File: config.mk
export PLATFORM = sky130hd
export DESIGN_NAME = bus_arbiter
export DESIGN_NICKNAME = d
export VERILOG_FILES = /design/src/rtl/bus_arbiter.sv
export SDC_FILE = /design/constraint.sdc
export NUM_CORES = 1
export LEC_CHECK = 0
export ABC_AREA = 1
export BUFFER_PORTS_ARGS = -buffer_cell sky130_fd_sc_hd__buf_4
export CAP_MARGIN = 10
export CELL_PAD_IN_SITES_DETAIL_PLACEMENT = 0
export CELL_PAD_IN_SITES_GLOBAL_PLACEMENT = 1
export CORE_ASPECT_RATIO = 1.25
export CORE_MARGIN = 4
export CORE_UTILIZATION = 40
export DETAILED_ROUTE_END_ITERATION = 8
export PLACE_DENSITY = 0.91
export SYNTH_ARGS = -nofsm -noshare
export SYNTH_HDL_FRONTEND = slang
export SYNTH_SLANG_ARGS = --single-unit
export TNS_END_PERCENT = 1
File: constraint.sdc
create_clock -name clk -period 4.13 [get_ports clk]
set_clock_uncertainty 0.1 [all_clocks]
set_input_delay 0.413 -clock clk [delete_from_list [all_inputs] [get_ports clk]]
set_output_delay 0.413 -clock clk [all_outputs]
set_load 0.005 [all_outputs]
File: src/rtl/bus_arbiter.sv
// Round-robin bus arbiter and transfer sequencer: grants one master, drives the
// selected slave's read/write enable and waits for completion. Optional timeout: ARB_TIMEOUT_EN.
module bus_arbiter #(
    parameter int unsigned NUM_MASTERS = 2,
    parameter int unsigned NUM_SLAVES  = 3,
    parameter int unsigned TIMEOUT     = 255
) (
    input  logic                       clk,
    input  logic                       reset,
    input  logic [NUM_MASTERS-1:0]     m_req,
    input  logic [NUM_MASTERS-1:0]     m_rw,
    input  logic [2*NUM_MASTERS-1:0]   m_sid,
    output logic [NUM_MASTERS-1:0]     m_grant,
    output logic [NUM_MASTERS-1:0]     m_done,
    output logic [NUM_MASTERS-1:0]     m_error,
    output logic [NUM_SLAVES-1:0]      s_write_en,
    output logic [NUM_SLAVES-1:0]      s_read_en,
    input  logic [NUM_SLAVES-1:0]      s_rx_done,
    input  logic [NUM_SLAVES-1:0]      s_tx_done,
    output logic                       bus_busy
);

    localparam int unsigned MW = (NUM_MASTERS > 1) ? $clog2(NUM_MASTERS) : 1;
    localparam int unsigned SW = 2;

    if (NUM_MASTERS < 2 || NUM_MASTERS > 4 || NUM_SLAVES < 1 || NUM_SLAVES > 4 || TIMEOUT < 1) begin : g_param_check
        $error("bus_arbiter: parameter out of range");
    end

    typedef enum logic [1:0] {IDLE, XFER, DONE} state_t;

    state_t                 state_q, state_d;
    logic [MW-1:0]          rr_q, rr_d, cur_m_q, cur_m_d;
    logic                   cur_rw_q, cur_rw_d;
    logic [SW-1:0]          cur_sid_q, cur_sid_d;
    logic [NUM_MASTERS-1:0] grant_d, done_d, err_d;
    logic [NUM_SLAVES-1:0]  wen_d, ren_d;

    logic                   win_found, win_rw, win_valid;
    logic [MW-1:0]          win_m;
    logic [SW-1:0]          win_sid;
    logic                   slave_hit, cur_req, timeout_hit;

`ifdef ARB_TIMEOUT_EN
    localparam int unsigned CW = $clog2(TIMEOUT + 1);
    logic [CW-1:0] cnt_q, cnt_d;

    // Counter is zero on XFER entry and advances once per XFER cycle
    always_comb begin
        cnt_d = '0;
        if (state_q == XFER) cnt_d = cnt_q + CW'(1);
    end

    always_ff @(posedge clk or negedge reset) begin
        if (!reset) cnt_q <= '0;
        else        cnt_q <= cnt_d;
    end

    assign timeout_hit = (cnt_q == CW'(TIMEOUT));
`else
    assign timeout_hit = 1'b0;
`endif

    // Rotating-priority search starting at rr_q
    always_comb begin
        win_found = 1'b0;
        win_m     = '0;
        win_rw    = 1'b0;
        win_sid   = '0;
        for (int off = 0; off < int'(NUM_MASTERS); off++) begin
            for (int i = 0; i < int'(NUM_MASTERS); i++) begin
                if (!win_found && m_req[i] && (i == ((int'(rr_q) + off) % int'(NUM_MASTERS)))) begin
                    win_found = 1'b1;
                    win_m     = MW'(i);
                    win_rw    = m_rw[i];
                    win_sid   = m_sid[2*i +: 2];
                end
            end
        end
        win_valid = (int'(win_sid) < int'(NUM_SLAVES));
    end

    // Completion from the selected slave in the latched direction; request level of the owner
    always_comb begin
        slave_hit = 1'b0;
        cur_req   = 1'b0;
        for (int j = 0; j < int'(NUM_SLAVES); j++) begin
            if (cur_sid_q == SW'(j)) slave_hit = cur_rw_q ? s_rx_done[j] : s_tx_done[j];
        end
        for (int i = 0; i < int'(NUM_MASTERS); i++) begin
            if (cur_m_q == MW'(i)) cur_req = m_req[i];
        end
    end

    always_comb begin
        state_d   = state_q;
        rr_d      = rr_q;
        cur_m_d   = cur_m_q;
        cur_rw_d  = cur_rw_q;
        cur_sid_d = cur_sid_q;
        grant_d   = '0;
        done_d    = '0;
        err_d     = '0;
        wen_d     = '0;
        ren_d     = '0;
        case (state_q)
            IDLE: begin
                if (win_found) begin
                    cur_m_d   = win_m;
                    cur_rw_d  = win_rw;
                    cur_sid_d = win_sid;
                    rr_d      = (int'(win_m) == int'(NUM_MASTERS) - 1) ? '0 : win_m + MW'(1);
                    if (win_valid) begin
                        state_d = XFER;
                    end else begin
                        state_d = DONE;
                        for (int i = 0; i < int'(NUM_MASTERS); i++) err_d[i] = (win_m == MW'(i));
                    end
                end
            end
            XFER: begin
                if (slave_hit) begin
                    state_d = DONE;
                    for (int i = 0; i < int'(NUM_MASTERS); i++) done_d[i] = (cur_m_q == MW'(i));
                end else if (!cur_req || timeout_hit) begin
                    state_d = DONE;
                    for (int i = 0; i < int'(NUM_MASTERS); i++) err_d[i] = (cur_m_q == MW'(i));
                end
            end
            DONE:    state_d = IDLE;
            default: state_d = IDLE;
        endcase
        // Grant and enables follow the next state so they register together with it
        if (state_d == XFER) begin
            for (int i = 0; i < int'(NUM_MASTERS); i++) grant_d[i] = (cur_m_d == MW'(i));
            for (int j = 0; j < int'(NUM_SLAVES); j++) begin
                if (cur_sid_d == SW'(j)) begin
                    wen_d[j] = cur_rw_d;
                    ren_d[j] = !cur_rw_d;
                end
            end
        end
    end

    always_ff @(posedge clk or negedge reset) begin
        if (!reset) begin
            state_q    <= IDLE;
            rr_q       <= '0;
            cur_m_q    <= '0;
            cur_rw_q   <= 1'b0;
            cur_sid_q  <= '0;
            m_grant    <= '0;
            m_done     <= '0;
            m_error    <= '0;
            s_write_en <= '0;
            s_read_en  <= '0;
            bus_busy   <= 1'b0;
        end else begin
            state_q    <= state_d;
            rr_q       <= rr_d;
            cur_m_q    <= cur_m_d;
            cur_rw_q   <= cur_rw_d;
            cur_sid_q  <= cur_sid_d;
            m_grant    <= grant_d;
            m_done     <= done_d;
            m_error    <= err_d;
            s_write_en <= wen_d;
            s_read_en  <= ren_d;
            bus_busy   <= (state_d != IDLE);
        end
    end

endmodule

==> impl_metrics.toml, run 1 <==
[status]
status = "finished, final reports clean"

[synthesis]
ys_ff_latch = 20
synth_area_um2 = 1104
synth_area_leaders = "dfrtp_1 45%, nand2_1 10%, nand3_1 5.4%, inv_1 5.4%, nand2_2 5.1%"
synthCells = 132
synth.avg_cell_area_um2 = 8.360
yosysSeqAreaShare = 0.4535
ys_dominant_reg_cell = "dfrtp_1"
yosys-top-cells-count = "30 x nand2_1, 20 x dfrtp_1, 16 x inv_1, 12 x nand3_1, 12 x nor2_1"
yosys.cell_count.top_type = "nand2_1"
yosysWarnings = 0
netlist.area_leader.share = 0.4535
synth_cell_types = 22
async_flop_share = 1.000
synth_top_cell_by_area = "dfrtp_1"
syn-num-nets = 148
synth_edf_count = 0

[clock_network]
cts_tree = "done"
cts.sinks = 20
clock_latency_ps = 300
h-tree-depth = 1
clockBufferDepth = 2
root_buffer = "clkbuf_4"
cts_resized = 0
numCtsBuffers = 3
clk_pin_slew_worst_paths_ps = 120
post_cts_buffers = 0

[global_route]
antenna_found_initial = 0
grt_pass1_wl_mm = 3.815
overflow = 0
use_met3 = 0.02685
grt-busiest-layer = "met2"
use_met1 = 0.1713
grt_max_degree = 21
use_met2 = 0.2470
grt_usage = 0.1425
grt_pass1_vias = 893

[worst_setup_path]
end_kind = "flip-flop"
worst_ep_required_time_ps = 4240
critPathMaxStageDelay_ps = 430
critPathMaxFanout = 8
cpMaxStageDelayCell = "dfrtp_1"
ff2ff_setup_slack_ps = 2670
cpMostUsedCell = "nand2_1"
crit_arrival_ps = 1570
critPathKind = "flip-flop to flip-flop"
cp_cell_sequence = "inv_2, nand2_2, nor2_8, inv_4, nand2_1, nand2_1, nand2_1, nor2_1, nand2_1, inv_1"
startpoint_type = "flip-flop"

[place]
dp_cells = 192
hpwl_mm = 1.756
portBuffers = 28
place_congestion = 0.7562
place_ws_ps = 2567

[final_layout]
diodes = 0
syn2layout_area_growth_pct = 26.87
final_util = 0.5276
final_cell_count_no_fill = 197
fin_nets = 180
drive_above_1_share = 0.3620

[drt]
drt-initial-drc-count = 23
drt-wirelength-per-cell_um = 11.17
drtPass1Iterations = 4
drc = 0
vias = 929
postRouteAntennaNets = 0
drt-total-wl_mm = 2.200
via_per_inst = 4.716

[sta]
worst_pin_slew_ps = 254.8
finalSetupViolCount = 0
fin_crit_sh = 0.3527
layout_min_cycle_time_ps = 1457
relSlewSlack = 0.8295
slew_violations = 0
finalHoldViolCount = 0
worst_slack_ps = 2673
tns_ps = 0
rsz0062_at_grt = "no"
max_freq_ghz = 0.6865

[floorplanning]
die_x_um = 54.98
dieArea_um2 = 3669
io_pins = 29
rows = 21
start_util = 0.4158
die_h_um = 66.73
core_region_area_um2 = 2654

[power_and_ir_drop]
total_power_w = 0.0009370
powerDensity_nw_per_um2 = 669.2
ir_drop_v = 0.0003518
p_leak_nw = 0.7894

[min_path]
holdCritPathClass = "primary input to flip-flop"

[job]
drv_cap = 0
-- cell type report --
type                            count  area [µm²]
Timing Repair Buffer               29       220.2
Fill cell                         252        1254
Tap cell                           34       42.54
Multi-Input combinational cell     88       499.2
Clock inverter                      1       30.03
Clock buffer                        3       22.52
Inverter                           22       85.08
Sequential cell                    20       500.5
-- metrics by stage --
stage | cell area (µm²) | hold WS (ps)
after floorplan | 1104 | 17.41
final | 1400 | 330.1
after global placement | 1338 | 203.0
after CTS | 1400 | 321.0
after global routing | 1400 | 324.0
after detailed placement | 1338 | 205.7
-- layout by cell type, fill, tap and decap left out --
cell type | netlist | routed
nor2_8 | 2 | 2
o21ai_0 | 3 | 3
clkbuf_4 | 0 | 3
nor2_1 | 12 | 12
nand3_4 | 2 | 2
inv_4 | 1 | 1
buf_4 | 1 | 28
nand2_2 | 9 | 9
nor2_4 | 1 | 1
nand2_4 | 2 | 2
dfrtp_1 | 20 | 20
dlygate4sd3_1 | 0 | 1
o22ai_1 | 1 | 1
nand4_1 | 1 | 1
a21oi_1 | 6 | 6
nand3_2 | 4 | 4
inv_1 | 16 | 16
nand3_1 | 12 | 12
bufinv_16 | 0 | 1
nand2_1 | 30 | 30
nor2_2 | 1 | 1
a21boi_1 | 1 | 1
inv_2 | 5 | 5
o21ai_1 | 1 | 1
-- worst max-delay path: cells and delay by family, from the launching register on --
kind	cells	cell delay (ps)
buf+inv	3	190
simple gates	7	650
flops	1	430
-- logic make-up after synthesis --
group	share of synthesized area
simple gates	0.3946
buf+inv	0.09411
flops	0.4535
compound gates	0.05782
-- routing by layer --
layer	vias up	wire [µm]
met4	0	28
met1	432	895
met2	20	1180
met3	4	95
met5	-	0
li1	473	-
-- what timing repair did --
action	4_1_cts	5_1_grt
endpoints found under the hold margin	20	0
hold buffers	1	0
setup endpoints to repair	0	0
-- power breakdown --
group | internal [W] | switching [W]
Sequential | 0.000264 | 0.0000427
Clock | 0.0000980 | 0.0000612
Combinational | 0.000179 | 0.000292
Total | 0.000541 | 0.000396
-- state kept, by name, indices dropped and copies added, names as in the netlist --
| name | count |
|---|---|
| s_read_en | 3 |
| rr_q | 1 |
| m_error | 2 |
| s_write_en | 3 |
| bus_busy | 1 |
| state_q | 2 |
| cur_rw_q | 1 |
| cur_m_q | 1 |
| m_done | 2 |
| cur_sid_q | 2 |
| m_grant | 2 |
-- path summary, 6_finish.rpt --
| path | start | endpoint | cells after the start |
|---|---|---|---|
| hold / removal | m_req[0] | m_error[0]$_DFF_PN0_ | 2 |
| setup / recovery | state_q[0]$_DFF_PN0_ | s_write_en[2]$_DFF_PN0_ | 10 |
| setup reg to reg | state_q[0]$_DFF_PN0_ | s_write_en[2]$_DFF_PN0_ | 10 |
| min in group asynchronous | reset | bus_busy$_DFF_PN0_ | 2 |
| hold reg to reg | state_q[1]$_DFF_PN0_ | m_done[1]$_DFF_PN0_ | 3 |
| max in group asynchronous | reset | s_write_en[0]$_DFF_PN0_ | 2 |
Note: power is estimated with default switching activity, not from simulation.
==> inputs of run 2 (changes only) <==
- CORE_UTILIZATION: 40 -> 34
- PLACE_DENSITY: 0.91 -> 0.83
- clock period: 4.13 -> 1.3 ns (I/O delays scaled with it)
==> run 2 against run 1 <==
  * The flow now finishes with violations (negative setup slack)
  * Die area up 15%
  * First-iteration DRC count down 30%
  * Register-to-register slack worse by 2700 ps
  * Cell count up 10%
  * Fmax up 6.3%
  * Global-route usage down 2.2 points
  * Clock power rose to 3.2 times the previous value
  * Worst hold slack worse by 300 ps
  * Final area up 12%
  * Sequential cell count unchanged
  * Setup slack worse by 2700 ps
  * Critical endpoint is now bus_busy$_DFF_PN0_
  * Largest power group unchanged
  * Highest routed layer unchanged
==> impl_metrics.toml, run 2 (synthesized netlist as in run 1, its figures left out) <==
[global_route]
antenna_found_initial = 0
grt_usage = 0.1201
overflow = 0
grt_max_degree = 21
grt_pass1_vias = 979
grt_pass1_wl_mm = 4.008

[clock_network]
cts_tree = "done"
clock_latency_ps = 310
h-tree-depth = 1
root_buffer = "clkbuf_4"
clockBufferDepth = 2
cts.sinks = 20
clk_pin_slew_worst_paths_ps = 110
numCtsBuffers = 3

[place]
portBuffers = 28
dp_cells = 207
place_congestion = 0.7742
place_ws_ps = -100.2
hpwl_mm = 1.850

[drt]
drtPass1Iterations = 4
drt-wirelength-per-cell_um = 10.94
drc = 0
vias = 986
via_per_inst = 4.544
postRouteAntennaNets = 0
drt-total-wl_mm = 2.375
drt-initial-drc-count = 16

[worst_setup_path]
critPathKind = "flip-flop to flip-flop"
critical-path-top-delay-family = "simple AND/OR/NAND/NOR gates"
end_kind = "flip-flop"
crit_arrival_ps = 1480
critPathMaxFanout = 7
startpoint_type = "flip-flop"
crit_buf_inv = 2
cp_cell_sequence = "inv_2, nand2_2, nand3_1, nand2_1, nand2_2, nand2_4, inv_2, nor2_1, nand2_1"
worst_ep_required_time_ps = 1400
cpMaxStageDelayCell = "dfrtp_1"
critPathMaxStageDelay_ps = 430

[floorplanning]
io_pins = 29
start_util = 0.3645
rows = 22
die_h_um = 71.70
core_region_area_um2 = 3028
dieArea_um2 = 4227
die_x_um = 58.96

[power_and_ir_drop]
p_leak_nw = 0.8776
total_power_w = 0.003413
ir_drop_v = 0.001309
powerDensity_nw_per_um2 = 2172

[final_layout]
final_cell_count_no_fill = 217
syn2layout_area_growth_pct = 42.40
fillCellCount = 294
final_common_cell = "buf_4"
drive_above_1_share = 0.4751
regArea_um2 = 500.5
most-common-layout-cells = "46 x buf_4, 25 x nand2_1, 20 x dfrtp_1"
diodes = 0
fin_nets = 198
reg_top3 = "s_read_en (3), s_write_en (3)"
multi_input_area_um2 = 533.0

[sta]
tns_ps = -487.7
worst_pin_slew_ps = 260.7
max_freq_ghz = 0.7295
worst_slack_ps = -70.76
finalHoldViolCount = 0
slew_violations = 0
relSlewSlack = 0.8262
finalSetupViolCount = 15
rsz0062_at_grt = "yes"
layout_min_cycle_time_ps = 1371
fin_crit_sh = 1.054

[status]
violations = "negative setup slack"
status = "finished with violations"

[min_path]
holdCritPathClass = "primary input to flip-flop"

[job]
drv_cap = 0
[run 2: changes by cell type in the layout (fill, tap and decap cells not counted), moves of 2 or more]
cell / delta
nand2_2: +3
buf_4: +18
nand2_1: -5
nand2_4: +2
[run 2: repair_timing]
item | in CTS | in global routing
setup endpoints to repair | 17 | 18
hold endpoints to repair | 20 | 0
cloned | 0 | 0
hold buffers | 1 | 0
gates resized for setup | 4 | 5
pin swaps | 5 | 4
setup buffers | 2 | 3
[run 2: layer usage]
layer,GRT usage,vias to the layer above,routed length (µm)
met5,0,-,0
met4,0.04534,0,54
met3,0.02342,7,78
met2,0.2150,18,1284
met1,0.1371,450,957
li1,-,511,-
[run 2: per-stage QoR]
step           area (µm²)    util  hold slack, ps
3_5_place_dp         1448  0.4781          -70.49
5_1_grt              1572  0.5190           39.22
2_1_floorplan        1114       -          -265.6
6_report             1572  0.5190           32.94
4_1_cts              1540  0.5087           28.84
3_3_place_gp         1448  0.4781          -74.79
[run 2: cell type report]
| type | count | area share |
|---|---|---|
| Clock buffer | 3 | 0.01433 |
| Clock inverter | 1 | 0.01911 |
| Inverter | 22 | 0.05414 |
| Multi-Input combinational cell | 88 | 0.3392 |
| Sequential cell | 20 | 0.3185 |
| Tap cell | 36 | 0.02866 |
| Timing Repair Buffer | 47 | 0.2261 |
[run 2: final timing paths]
path / startpoint / to / slack (ps) / cells past startpoint
min reg2reg: cur_m_q$_DFF_PN0_ / m_done[1]$_DFF_PN0_ / 490 / 2
max: rr_q$_DFFE_PN0P_ / bus_busy$_DFF_PN0_ / -70 / 9
min in group asynchronous: reset / cur_rw_q$_DFF_PN0_ / 110 / 2
max in group asynchronous: reset / state_q[1]$_DFF_PN0_ / 770 / 2
max reg2reg: rr_q$_DFFE_PN0P_ / bus_busy$_DFF_PN0_ / -70 / 9
min: m_req[0] / m_error[0]$_DFF_PN0_ / 30 / 2
[run 2: power by group]
part           leakage [nW]  switching [W]  internal, W
clock                0.0279       0.000205     0.000312
sequential            0.262       0.000133     0.000838
combinational         0.588        0.00104     0.000888
